**src/rtl/reg_display_scan_pkg.sv**
```systemverilog
// Shared types and constants for the multiplexed register display scanner.
// Holds the scan state encoding, the digit count and the seven-segment hex font.
package reg_display_pkg;

    typedef enum logic {
        SHOW  = 1'b0,
        BLANK = 1'b1
    } scan_state_t;

    localparam int NUM_DIGITS = 9;

    // Segment order is gfedcba, active high.
    localparam logic [6:0] HEX_FONT [16] = '{
        7'h3F, 7'h06, 7'h5B, 7'h4F, 7'h66, 7'h6D, 7'h7D, 7'h07,
        7'h7F, 7'h6F, 7'h77, 7'h7C, 7'h39, 7'h5E, 7'h79, 7'h71
    };

endpackage

```
**src/rtl/reg_display_scan_if.sv**
```systemverilog
// Bundle between the CPU register sources and the display scanner.
// No valid/ready handshake: all inputs are level-sampled every clk, and snap is asynchronous.
interface reg_display_scan_if;
    import reg_display_pkg::*;

    logic [3:0]  op;
    logic [3:0]  r0, r1, r2, r3, r4, r5, r6, r7;
    logic        freeze;
    logic        snap;
    logic [6:0]  seg;
    logic        dp;
    logic [8:0]  dig_n;
    scan_state_t state;

    modport master (
        output op, r0, r1, r2, r3, r4, r5, r6, r7, freeze, snap,
        input  seg, dp, dig_n, state
    );

    modport slave (
        input  op, r0, r1, r2, r3, r4, r5, r6, r7, freeze, snap,
        output seg, dp, dig_n, state
    );

endinterface

```
**src/rtl/reg_display_scan_hex7seg.sv**
```systemverilog
// Combinational hex digit to seven-segment pattern lookup.
module hex7seg_decoder
    import reg_display_pkg::*;
(
    input  logic [3:0] hex,
    output logic [6:0] seg
);

    assign seg = HEX_FONT[hex];

endmodule

```
**src/rtl/reg_display_scan.sv**
```systemverilog
// Scans op and r0..r7 across nine multiplexed seven-segment digits, with a
// blanking gap between digits and a freeze/snapshot shadow register bank.
module reg_display_scan
    import reg_display_pkg::*;
#(
    parameter int PRESCALE  = 50000,
    parameter int BLANK_CYC = 64
) (
    input logic               clk,
    input logic               rst_n,
    reg_display_scan_if.slave bus
);

    localparam int CNT_MAX = (PRESCALE > BLANK_CYC) ? PRESCALE : BLANK_CYC;
    localparam int CW      = $clog2(CNT_MAX);
    localparam logic [CW-1:0] SHOW_LAST  = CW'(PRESCALE - 1);
    localparam logic [CW-1:0] BLANK_LAST = CW'(BLANK_CYC - 1);

    scan_state_t   state;
    logic [CW-1:0] cnt;
    logic [3:0]    idx;
    logic [3:0]    next_idx;
    logic [3:0]    shadow [NUM_DIGITS];
    logic [3:0]    live   [NUM_DIGITS];
    logic          snap_s1, snap_s2, snap_s3, snap_pulse;
    logic [6:0]    font_seg;
    logic [6:0]    seg_q;
    logic          dp_q;
    logic [8:0]    dig_n_q;

    always_comb begin
        live[0] = bus.op;
        live[1] = bus.r0;
        live[2] = bus.r1;
        live[3] = bus.r2;
        live[4] = bus.r3;
        live[5] = bus.r4;
        live[6] = bus.r5;
        live[7] = bus.r6;
        live[8] = bus.r7;
    end

    // Two-flop synchroniser, edge flop, then a registered pulse so a capture
    // lands three edges after the first edge that sees snap high.
    always_ff @(posedge clk or negedge rst_n) begin
        if (!rst_n) begin
            snap_s1    <= 1'b0;
            snap_s2    <= 1'b0;
            snap_s3    <= 1'b0;
            snap_pulse <= 1'b0;
        end else begin
            snap_s1    <= bus.snap;
            snap_s2    <= snap_s1;
            snap_s3    <= snap_s2;
            snap_pulse <= snap_s2 & ~snap_s3;
        end
    end

    always_ff @(posedge clk or negedge rst_n) begin
        if (!rst_n) begin
            for (int i = 0; i < NUM_DIGITS; i++) shadow[i] <= '0;
        end else if (!bus.freeze || snap_pulse) begin
            for (int i = 0; i < NUM_DIGITS; i++) shadow[i] <= live[i];
        end
    end

    assign next_idx = (idx == 4'(NUM_DIGITS - 1)) ? 4'd0 : idx + 4'd1;

    hex7seg_decoder u_font (
        .hex (shadow[next_idx]),
        .seg (font_seg)
    );

    // seg/dp are only reloaded on the last BLANK cycle, so shadow updates
    // during SHOW never reach the lit digit.
    always_ff @(posedge clk or negedge rst_n) begin
        if (!rst_n) begin
            state   <= BLANK;
            cnt     <= '0;
            idx     <= 4'(NUM_DIGITS - 1);
            seg_q   <= '0;
            dp_q    <= 1'b0;
            dig_n_q <= '1;
        end else begin
            case (state)
                SHOW: begin
                    if (cnt == SHOW_LAST) begin
                        state   <= BLANK;
                        cnt     <= '0;
                        dig_n_q <= '1;
                    end else begin
                        cnt <= cnt + 1'b1;
                    end
                end
                BLANK: begin
                    if (cnt == BLANK_LAST) begin
                        state   <= SHOW;
                        cnt     <= '0;
                        idx     <= next_idx;
                        seg_q   <= font_seg;
                        dp_q    <= (next_idx == 4'd0);
                        dig_n_q <= ~(9'(1) << next_idx);
                    end else begin
                        cnt <= cnt + 1'b1;
                    end
                end
                default: begin
                    state <= BLANK;
                    cnt   <= '0;
                end
            endcase
        end
    end

    assign bus.seg   = seg_q;
    assign bus.dp    = dp_q;
    assign bus.dig_n = dig_n_q;
    assign bus.state = state;

endmodule

```
**src/flat_wrapper.sv**
```systemverilog
// flat-port wrapper written by rule: the top's interface ports become plain ports
module reg_display_scan_flat import reg_display_pkg::*;
#(
    parameter int PRESCALE  = 50000,
    parameter int BLANK_CYC = 64
)
  (clk, rst_n, bus_op, bus_r0, bus_r1, bus_r2, bus_r3, bus_r4, bus_r5, bus_r6, bus_r7, bus_freeze, bus_snap, bus_seg, bus_dp, bus_dig_n, bus_state);
  reg_display_scan_if bus_i ();
  input logic clk;
  input logic rst_n;
  input wire logic [$bits(bus_i.op)-1:0] bus_op;
  input wire logic [$bits(bus_i.r0)-1:0] bus_r0;
  input wire logic [$bits(bus_i.r1)-1:0] bus_r1;
  input wire logic [$bits(bus_i.r2)-1:0] bus_r2;
  input wire logic [$bits(bus_i.r3)-1:0] bus_r3;
  input wire logic [$bits(bus_i.r4)-1:0] bus_r4;
  input wire logic [$bits(bus_i.r5)-1:0] bus_r5;
  input wire logic [$bits(bus_i.r6)-1:0] bus_r6;
  input wire logic [$bits(bus_i.r7)-1:0] bus_r7;
  input wire logic [$bits(bus_i.freeze)-1:0] bus_freeze;
  input wire logic [$bits(bus_i.snap)-1:0] bus_snap;
  output wire logic [$bits(bus_i.seg)-1:0] bus_seg;
  output wire logic [$bits(bus_i.dp)-1:0] bus_dp;
  output wire logic [$bits(bus_i.dig_n)-1:0] bus_dig_n;
  output wire logic [$bits(bus_i.state)-1:0] bus_state;
  assign bus_i.op = bus_op;
  assign bus_i.r0 = bus_r0;
  assign bus_i.r1 = bus_r1;
  assign bus_i.r2 = bus_r2;
  assign bus_i.r3 = bus_r3;
  assign bus_i.r4 = bus_r4;
  assign bus_i.r5 = bus_r5;
  assign bus_i.r6 = bus_r6;
  assign bus_i.r7 = bus_r7;
  assign bus_i.freeze = bus_freeze;
  assign bus_i.snap = bus_snap;
  assign bus_seg = bus_i.seg;
  assign bus_dp = bus_i.dp;
  assign bus_dig_n = bus_i.dig_n;
  assign bus_state = bus_i.state;
  reg_display_scan #(.PRESCALE(PRESCALE), .BLANK_CYC(BLANK_CYC)) u_core (.clk(clk), .rst_n(rst_n), .bus(bus_i));
endmodule
```
**config.mk**
```make
export PLATFORM = sky130hd
export DESIGN_NAME = reg_display_scan_flat
export DESIGN_NICKNAME = d
export VERILOG_FILES = /design/src/rtl/reg_display_scan_pkg.sv /design/src/rtl/reg_display_scan_if.sv /design/src/rtl/reg_display_scan_hex7seg.sv /design/src/rtl/reg_display_scan.sv /design/src/flat_wrapper.sv
export SDC_FILE = /design/constraint.sdc
export NUM_CORES = 1
export LEC_CHECK = 0
export ABC_AREA = 1
export BUFFER_PORTS_ARGS = -buffer_cell sky130_fd_sc_hd__buf_2
export CAP_MARGIN = 20
export CELL_PAD_IN_SITES_DETAIL_PLACEMENT = 0
export CELL_PAD_IN_SITES_GLOBAL_PLACEMENT = 1
export CORE_MARGIN = 2
export CORE_UTILIZATION = 43
export CTS_CLUSTER_DIAMETER = 50
export DETAILED_ROUTE_END_ITERATION = 16
export HOLD_SLACK_MARGIN = 0.15
export PLACE_DENSITY_LB_ADDON = 0.1
export SYNTH_ARGS = -nofsm -noshare
export SYNTH_HDL_FRONTEND = slang
export SYNTH_SLANG_ARGS = --single-unit
```
**constraint.sdc**
```tcl
create_clock -name clk -period 3.29 [get_ports clk]
set_clock_uncertainty 0.2 [all_clocks]
set_input_delay 0.1645 -clock clk [delete_from_list [all_inputs] [get_ports clk]]
set_output_delay 0.1645 -clock clk [all_outputs]
set_load 0.02 [all_outputs]
```
; Word-level counts from Yosys, hierarchy flattened
; Memory sizes are Yosys's and may differ from the RTL's. A register that Yosys moved wholly into a read port is not among the register bits.
; Cells that the tools add are included.
[word_totals]
out_inout_bits = 18
mem_bits_rw = 0
mem_bits_ro = 112
regBits = 71
latchBits = 0
memories = 1
elab_cells = 53
[mem_list]
columns = memory, depth, word_bits, rd, rd_ports_with_merged_regs, wr, line
row1 = (name not given), 16, 7, 1, 1, 0, reg_display_scan_hex7seg.sv:9  ; assign seg = HEX_FONT[hex];
[classes]
add_sub_neg = 2
mul = 0
n_mux = 13
eq_ne = 5
bitwise = 6
div = 0
reduce_logical = 6
shift = 1
n_lt_le_gt_ge = 1
[ops]
columns = cell, n
row1 = two-way mux 16 bit, 2
row2 = one-hot mux 16 bit (2 select lines), 1
row3 = two-way mux 9 bit, 2
row4 = one-hot mux 9 bit (2 select lines), 1
row5 = adder 16 x 1 -> 16 bit (second input constant), 1
row6 = binary-select mux 4 bit (select 4 bit), 1
row7 = == test 16 bit (second input constant), 1
row8 = == test 16 x 6 -> 1 bit (second input constant), 1
row9 = two-way mux 4 bit, 3
row10 = NOT 4 -> 5 bit, 2
row11 = NOT 9 bit, 1
row12 = left shift 1 x 4 -> 9 bit (first input constant), 1
row13 = >= comparator 5 bit (second input constant), 1
row14 = adder 4 x 1 -> 4 bit (second input constant), 1
row15 = == test 4 bit (second input constant), 1
row16 = zero test 4 bit, 1
row17 = AND reduction 2 bit, 2
row18 = zero test 1 bit, 2
row19 = two-way mux 1 bit, 2
row20 = inequality test 2 x 1 -> 1 bit (second input constant), 1
row21 = inequality test 2 bit (second input constant), 1
row22 = NOT 1 bit, 2
row23 = one-hot mux 1 bit (2 select lines), 1
row24 = AND 1 bit, 1
row25 = logical OR 1 bit, 1

; Depth between registers and ports, before layout
; Gate-level depths: netlist (run 1).
[logic_depth]
ltp_word = 7
ltp_mapped = 22
depth_no_buf = 19

; Modules after synthesis
; A second synthesis (run 1) with hierarchy kept.
[hier_totals]
hier_cells = 513
hier_area_um2 = 4181.5
[by_module_without_submodules]
columns = module, n_inst, cells_each, area_per_inst_um2, seq_area_each_um2
row1 = reg_display_scan, 1, 461, 3911.3, 1965.6
row2 = hex7seg_decoder, 1, 52, 270.3, 0.0

; Worst setup path after synthesis (run 1)
; OpenSTA, ideal clock, no wires.
[synth_timing]
kind = register -> register
from = register u_core.idx[0]
to = register u_core.seg_q[0] (netlist: u_core.bus.seg[0])
setup_ns = 0.116
t_arrival_ns = 2.501
setup_slack_ns = 0.472
period_less_slack_ns = 2.818
path_buffers = 4
stages_incl_launch_ff = 20
t_required_ns = 2.974
path_cell_list = dfrtp_1 inv_1 buf_4 buf_2 ha_1 buf_4 inv_1 buf_2 nand2_1 nand3_1 inv_1 nor2_1 ha_1 inv_1 nand4_1 nand2_1 nand2_1 nand2_1 nand2_1 nand2_1
[synth_between]
elab_chain_len = 7
word_cells_on_any_way = 8
[synth_rtl]
columns = element, line
row1 = "start, declared", reg_display_scan.sv:21  ; logic [3:0] idx;
row2 = "start signal, assigned", reg_display_scan.sv:80  ; idx <= 4'(NUM_DIGITS - 1);
row3 = "start signal, assigned", reg_display_scan.sv:99  ; idx <= next_idx;
row4 = adder 4 x 1 -> 4 bit or == test 4 bit (tied branches), reg_display_scan.sv:67  ; assign next_idx = (idx == 4'(NUM_DIGITS - 1)) ? 4'd0 : idx + 4'd1;
row5 = two-way mux 4 bit *, reg_display_scan.sv:67
row6 = named net u_core.next_idx[1], reg_display_scan.sv:22  ; logic [3:0] next_idx;
row7 = NOT 4 -> 5 bit (not written as such) *, reg_display_scan.sv:70  ; .hex (shadow[next_idx]),
row8 = binary-select mux 4 bit (select 4 bit) *, reg_display_scan.sv:70
row9 = two-way mux 4 bit (not written as such) * (2 in a row), reg_display_scan.sv:70
row10 = NOT 4 -> 5 bit (not written as such) *, reg_display_scan_hex7seg.sv:9
row11 = "end, declared", reg_display_scan.sv:27  ; logic [6:0] seg_q;
; The timed path passes the listed nets; every way through them passes the cells marked *. The select of a mux whose other input is x is not followed.
; A chain may end at the register's enable or synchronous reset.

; Worst setup path in the final report (run 1)
[layout_timing]
from = register u_core.idx[0]
to = register u_core.seg_q[3] (netlist: u_core.bus.seg[3])
[layout_between]
elab_chain_len = 7
word_cells_on_any_way = 8
[layout_rtl]
columns = element, line
row1 = adder 4 x 1 -> 4 bit or == test 4 bit (tied branches), reg_display_scan.sv:67
row2 = two-way mux 4 bit *, reg_display_scan.sv:67
row3 = NOT 4 -> 5 bit (not written as such) *, reg_display_scan.sv:70
row4 = binary-select mux 4 bit (select 4 bit) *, reg_display_scan.sv:70
row5 = two-way mux 4 bit (not written as such) * (2 in a row), reg_display_scan.sv:70
row6 = NOT 4 -> 5 bit (not written as such) *, reg_display_scan_hex7seg.sv:9
; Mark *: on every way between the ends. The rest lies on a longest branch, timed or not. The select of a mux whose other input is x is not followed.

==> reports/metrics.yaml, run 1 <==
grtUsageTotal_pct: 20.43
yosysTopAreaCell: "dfrtp_1"
peakVddDrop_v: 0.0001940
grt_start_max_net_pins: 79
io-pin-count: 58
cts_sinks: 78
syn-num-nets: 549
cts_buffer_depth: 2
mostFrequentLayoutCells: "nand2_1, dfrtp_1, buf_2, inv_1, nand3_1"
cp_common_cell: "nand2_1"
fin_nets: 645
holdBufCountCts: 38
clk_latency_ns: 0.36
end_kind: "register"
yosys-top-cells-area: "dfrtp_1, nand2_1, dfstp_2"
arrival_ns: 3.00
drive_gt1_share_pct: 21.91
dieArea_mm2: 0.01060
ys_types: 33
cts_tree: "yes"
cp_slowest_cell: "dfrtp_1"
vias: 3579
wl_met3_um: 319
fin_util_pct: 54.52
core-area_mm2: 0.009639
ys.flop_type: "dfrtp_1"
dr.max_layer_used: "met4"
setup_violations: 0
final_common_cell: "nand2_1"
antenna_cells: 0
drcViolationCount: 0
outcome: "completed"
async_reset_ff_share_pct: 100.0
drt_iter0_drc: 138
met2_length_um: 4682
syn_inst: 497
leakage_uw: 0.002618
synth.top_cell.area_share_pct: 39.80
initial_core_util_pct: 43.70
syn_avg_cell_area_um2: 8.476
yosys_warnings: 0
drt-pass1-iter-count: 4
antenna_found_initial: 0
maxCapViolations: 0
wirelength_um: 10080
crit_fanout: 20
area_growth_pct: 24.74
cp_cell_sequence: "inv_1 > ha_1 > nand3_2 > nand2_2 > nand2_1 > nor2_4 > nand3_1 > nand3_2 > inv_1 > ha_1 > inv_1 > nand4_1 > nand2_1 > nand2_1 > nand2_1 > nand2_1 > nand2_1"
hpwl_um: 6964
gr-total-overflow: 0
required_ns: 3.39
postRouteAntennaNets: 0
fill_cells: 946
root_buffer: "clkbuf_8"
critical_path.top_delay_family: "simple AND/OR/NAND/NOR gates"
io_buffers: 57
grt_pass1_wl_um: 16640
rsz0062_at_grt: "false"
min_period_ns: 2.904
post_drt_wl_per_cell_um: 13.78
final_hold_viol_count: 0
grt_pass1_vias: 3526
path_class: "reg -> reg"
htreeDepth: 3
die_h_um: 103.0
die_w_um: 103.0
power_density_mw_per_mm2: 392.8
multi_input_area_mm2: 0.001923
timing.final.crit_share_pct: 88.25
clk_pin_slew_ns: 0.08
synth-edff-count: 0
setup_tns_ns: 0
cts_buffers: 9
via_per_inst: 4.896
rows: 36
cts_setup_buffers: 0
syn_area_mm2: 0.004213
slew_headroom_pct: 66.17
seq_area_mm2: 0.001966
maxSlewViolCount: 0
cts_resized: 0
worst_pin_slew_ns: 0.5056
start_kind: "register"
crit_buf_inv: 3
max_stage_delay_ns: 0.45
max_freq_mhz: 344.4
hold_path_class: "reg -> reg"
gp_congestion: 0.8521
ys_ff_latch: 78
yosysSeqAreaShare_pct: 46.66
wl_met1_um: 4820
routing by layer:
| layer | GRT usage [%] | vias to the layer above |
|---|---|---|
| li1 | - | 1820 |
| met1 | 27.89 | 1671 |
| met2 | 32.07 | 70 |
| met3 | 2.847 | 18 |
| met4 | 9.818 | 0 |
| met5 | 0 | - |
path summary, 6_finish.rpt:
path	to	slack [ns]	startpoint	cells past startpoint
hold reg to reg	u_core.snap_s2$_DFF_PN0_	0.15	u_core.snap_s1$_DFF_PN0_	0
max in group asynchronous	u_core.bus.dig_n[5]$_DFFE_PN1P_	1.70	rst_n	4
setup reg to reg	u_core.bus.seg[3]$_DFFE_PN0P_	0.39	u_core.idx[0]$_DFFE_PN0P_	17
hold / removal	u_core.snap_s2$_DFF_PN0_	0.15	u_core.snap_s1$_DFF_PN0_	0
min in group asynchronous	u_core.cnt[13]$_DFF_PN0_	0.56	rst_n	3
setup / recovery	u_core.bus.seg[3]$_DFFE_PN0P_	0.39	u_core.idx[0]$_DFFE_PN0P_	17
through the flow:
| stage | hold slack [ns] | cell area, um2 | setup WS, ns | power (uW) | cells |
|---|---|---|---|---|---|
| after floorplan | -0.3311 | 4213 | 0.4721 | 1168 | 497 |
| after global placement | 0.07287 | 4591 | 0.5157 | 1249 | 673 |
| after detailed placement | 0.07499 | 4591 | 0.4111 | 1251 | 673 |
| after CTS | 0.1553 | 5180 | 0.3820 | 2082 | 727 |
| after global routing | 0.1746 | 5255 | 0.01395 | 2167 | 731 |
| final | 0.1523 | 5255 | 0.3864 | 2064 | 731 |
registers in the layout (all words and copies together), names as in the netlist, 4 cells and up:
register          count
u_core.bus.dig_n      9
u_core.bus.seg        7
u_core.cnt           16
u_core.idx            4
u_core.shadow        36
area by class of cell:
type	count	share of cell area [%]
flip-flops and latches	78	37.40
multi-input cells	344	36.60
repair buffers	104	14.86
inverters	56	4.000
well taps	133	3.167
clock buffers	12	2.571
clock inverters	4	1.405
cell families after synthesis:
logic type	synth area share, %
DFF	46.66
xor gates and xnor gates	1.039
and+or+nand+nor	29.40
buffers and inverters	7.692
muxes	5.346
AOI/OAI and AO/OA	6.297
adders and majority gates	3.564
cells in the mapped netlist (2+ instances only):
master      n
nor2_1     31
nand4_1    15
nor2_4      2
ha_1       12
buf_2       4
nand2_2     6
nand3_1    52
nand3_4     5
nor2_2      3
buf_6       4
a41oi_1     5
nand2_1   125
inv_1      53
dfstp_2    11
o21ai_0    27
inv_2       3
dfrtp_1    67
a21oi_1    11
nor3b_1     2
xor2_1      4
mux2_2     20
nand3_2     2
buf_4       2
nor4_1      3
clkbuf_1    8
nor3_1     13
worst register-to-register path, stage by stage (launching register included):
cell     delay, ns
dfrtp_1       0.45
inv_1         0.10
ha_1          0.18
nand3_2       0.15
nand2_2       0.34
nand2_1       0.18
nor2_4        0.22
nand3_1       0.12
nand3_2       0.15
inv_1         0.12
ha_1          0.21
inv_1         0.06
nand4_1       0.10
nand2_1       0.08
nand2_1       0.05
nand2_1       0.05
nand2_1       0.04
nand2_1       0.06
power by group:
| part | internal [uW] | switching (uW) | total [uW] | leakage (uW) |
|---|---|---|---|---|
| logic | 123 | 128 | 251 | 0.00156 |
| registers | 1000 | 20.6 | 1030 | 0.000950 |
| clock network | 429 | 359 | 788 | 0.000105 |
(Power assumes the default switching activity.)
==> run 2: changes to the inputs <==
--- a/config.mk
+++ b/config.mk
@@ -16,6 +16,7 @@
 export DETAILED_ROUTE_END_ITERATION = 16
 export HOLD_SLACK_MARGIN = 0.15
 export PLACE_DENSITY_LB_ADDON = 0.1
+export RECOVER_POWER = 50
 export SYNTH_ARGS = -nofsm -noshare
 export SYNTH_HDL_FRONTEND = slang
 export SYNTH_SLANG_ARGS = --single-unit
==> reports/metrics.yaml, run 2 (synthesis results as in run 1) <==
antenna_cells: 0  # unchanged
required_ns: 3.39  # about the same
leakage_uw: 0.002513  # -4.0%
cts_sinks: 78  # unchanged
cts_setup_buffers: 0  # unchanged
start_kind: "register"
via_per_inst: 4.899  # about the same
grtUsageTotal_pct: 20.43  # unchanged
cp_common_cell: "nand2_1"
mostFrequentLayoutCells: "nand2_1, dfrtp_1, inv_1, nand3_1, dlygate4sd3_1"
io-pin-count: 58  # unchanged
antenna_found_initial: 0  # unchanged
final_hold_viol_count: 0  # unchanged
grt_start_max_net_pins: 79  # unchanged
worst_pin_slew_ns: 1.253  # +0.7478 ns
initial_core_util_pct: 43.70  # unchanged
max_freq_mhz: 345.0  # +0.17%
drive_gt1_share_pct: 18.39  # -3.5 points
htreeDepth: 3  # unchanged
rows: 36  # unchanged
cts_buffer_depth: 2  # unchanged
power_density_mw_per_mm2: 396.8  # +1.0%
crit_fanout: 20  # unchanged
fin_nets: 645  # unchanged
area_growth_pct: 22.93
clk_pin_slew_ns: 0.08  # about the same
vias: 3581  # +0.056%
cp_slowest_cell: "dfrtp_1"
grt_pass1_wl_um: 16640  # unchanged
gr-total-overflow: 0  # unchanged
critical_path.top_delay_family: "simple AND/OR/NAND/NOR gates"
largest_reg_flops: 36  # unchanged
clk_latency_ns: 0.36  # about the same
gp_congestion: 0.8521  # unchanged
cts_tree: "yes"
outcome: "completed"
setup_tns_ns: 0  # unchanged
cts_buffers: 9  # unchanged
hold_start: "u_core.snap_s1$_DFF_PN0_"
hold_path_class: "reg -> reg"
rsz0062_at_grt: "false"
final_common_cell: "nand2_1"
slew_headroom_pct: 16.44  # -50 points
end_kind: "register"
r2r_start: "u_core.idx[0]$_DFFE_PN0P_"
reg2reg_depth: 17  # unchanged
fin_util_pct: 53.73  # -0.79 points
crit_buf_inv: 3  # unchanged
maxSlewViolCount: 0  # unchanged
core-area_mm2: 0.009639  # unchanged
rrSetupSlack_ns: 0.39  # about the same
setup_violations: 0  # unchanged
peakVddDrop_v: 0.0001941  # about the same
root_buffer: "clkbuf_8"
rr_endpoint: "u_core.bus.seg[3]$_DFFE_PN0P_"
worstHoldEndpoint: "u_core.snap_s2$_DFF_PN0_"
fill_cells: 964  # +1.9%
path_class: "reg -> reg"
die_h_um: 103.0  # unchanged
postRouteAntennaNets: 0  # unchanged
cp_cell_sequence: "inv_1 > ha_1 > nand3_2 > nand2_2 > nand2_1 > nor2_4 > nand3_1 > nand3_2 > inv_1 > ha_1 > inv_1 > nand4_1 > nand2_1 > nand2_1 > nand2_1 > nand2_1 > nand2_1"
wirelength_um: 10100  # +0.24%
max_stage_delay_ns: 0.45  # about the same
min_path_cells: 0  # unchanged
maxCapViolations: 0  # unchanged
drcViolationCount: 0  # unchanged
die_w_um: 103.0  # unchanged
io_buffers: 57  # unchanged
top_register: "u_core.shadow"
dieArea_mm2: 0.01060  # unchanged
hpwl_um: 6964  # unchanged
min_period_ns: 2.899  # -0.004826 ns
arrival_ns: 3.00  # about the same
post_drt_wl_per_cell_um: 13.82  # +0.24%
grt_pass1_vias: 3526  # unchanged
drt_iter0_drc: 156  # +13%
drt-pass1-iter-count: 5  # +1
timing.final.crit_share_pct: 88.11  # -0.15 points
-- run 2: per-layer routing --
metal | wire, um | vias up | track usage (%)
met4 | 146 | 0 | 9.818
met2 | 4722 | 78 | 32.07
met1 | 4797 | 1670 | 27.89
met3 | 432 | 12 | 2.847
li1 | - | 1821 | -
met5 | 0 | - | 0
-- run 2: worst max-delay path by stage --
stage	startpoint	endpoint	depth (start not counted)	slack, ns
3_3_place_gp	u_core.idx[0]$_DFFE_PN0P_	u_core.bus.seg[3]$_DFFE_PN0P_	17	0.52
2_1_floorplan	u_core.idx[0]$_DFFE_PN0P_	u_core.bus.seg[0]$_DFFE_PN0P_	19	0.47
6_report	u_core.idx[0]$_DFFE_PN0P_	u_core.bus.seg[3]$_DFFE_PN0P_	17	0.39
5_1_grt	u_core.idx[1]$_DFFE_PN0P_	u_core.bus.seg[3]$_DFFE_PN0P_	17	0.01
3_5_place_dp	u_core.idx[1]$_DFFE_PN0P_	u_core.bus.seg[3]$_DFFE_PN0P_	17	0.41
4_1_cts	u_core.idx[1]$_DFFE_PN0P_	u_core.bus.seg[3]$_DFFE_PN0P_	17	0.38
-- run 2: what timing repair did --
item	4_1_cts	5_1_grt
resized for setup	0	0
endpoints found under the setup margin	0	0
hold buffers	38	2
hold endpoints to repair	104	17
-- run 2: worst reg2reg max path, cell delays in order (launching register included) --
cell	delay (ns)
dfrtp_1	0.45
inv_1	0.10
ha_1	0.18
nand3_2	0.15
nand2_2	0.33
nand2_1	0.18
nor2_4	0.22
nand3_1	0.12
nand3_2	0.15
inv_1	0.12
ha_1	0.21
inv_1	0.06
nand4_1	0.10
nand2_1	0.08
nand2_1	0.05
nand2_1	0.05
nand2_1	0.04
nand2_1	0.06
-- run 2: report_power, final --
group	switching (uW)	internal, uW	total (uW)
Sequential	20.6	1000	1030
Clock	360	429	788
Combinational	127	115	241
-- run 2: through the flow --
stage	cells	hold WS [ns]	worst slack [ns]	cell area (um2)	power, uW
floorplan	497	-0.3311	0.4721	4213	1168
global placement	673	0.07287	0.5157	4591	1249
detailed placement	673	0.07499	0.4111	4591	1251
CTS	727	0.1553	0.3820	5180	2082
global route	731	0.1746	0.01395	5179	2158
finish	731	0.1523	0.3913	5179	2055
-- run 2: area by class of cell --
| class | instances | area [um2] | share of cell area, % |
|---|---|---|---|
| sequential | 78 | 1966 | 37.96 |
| timing repair buffer | 104 | 704.4 | 13.60 |
| clock inverter | 4 | 73.82 | 1.425 |
| multi-input combinational | 344 | 1923 | 37.13 |
| clock buffer | 12 | 135.1 | 2.609 |
| inverter | 56 | 210.2 | 4.059 |
| tap | 133 | 166.4 | 3.213 |
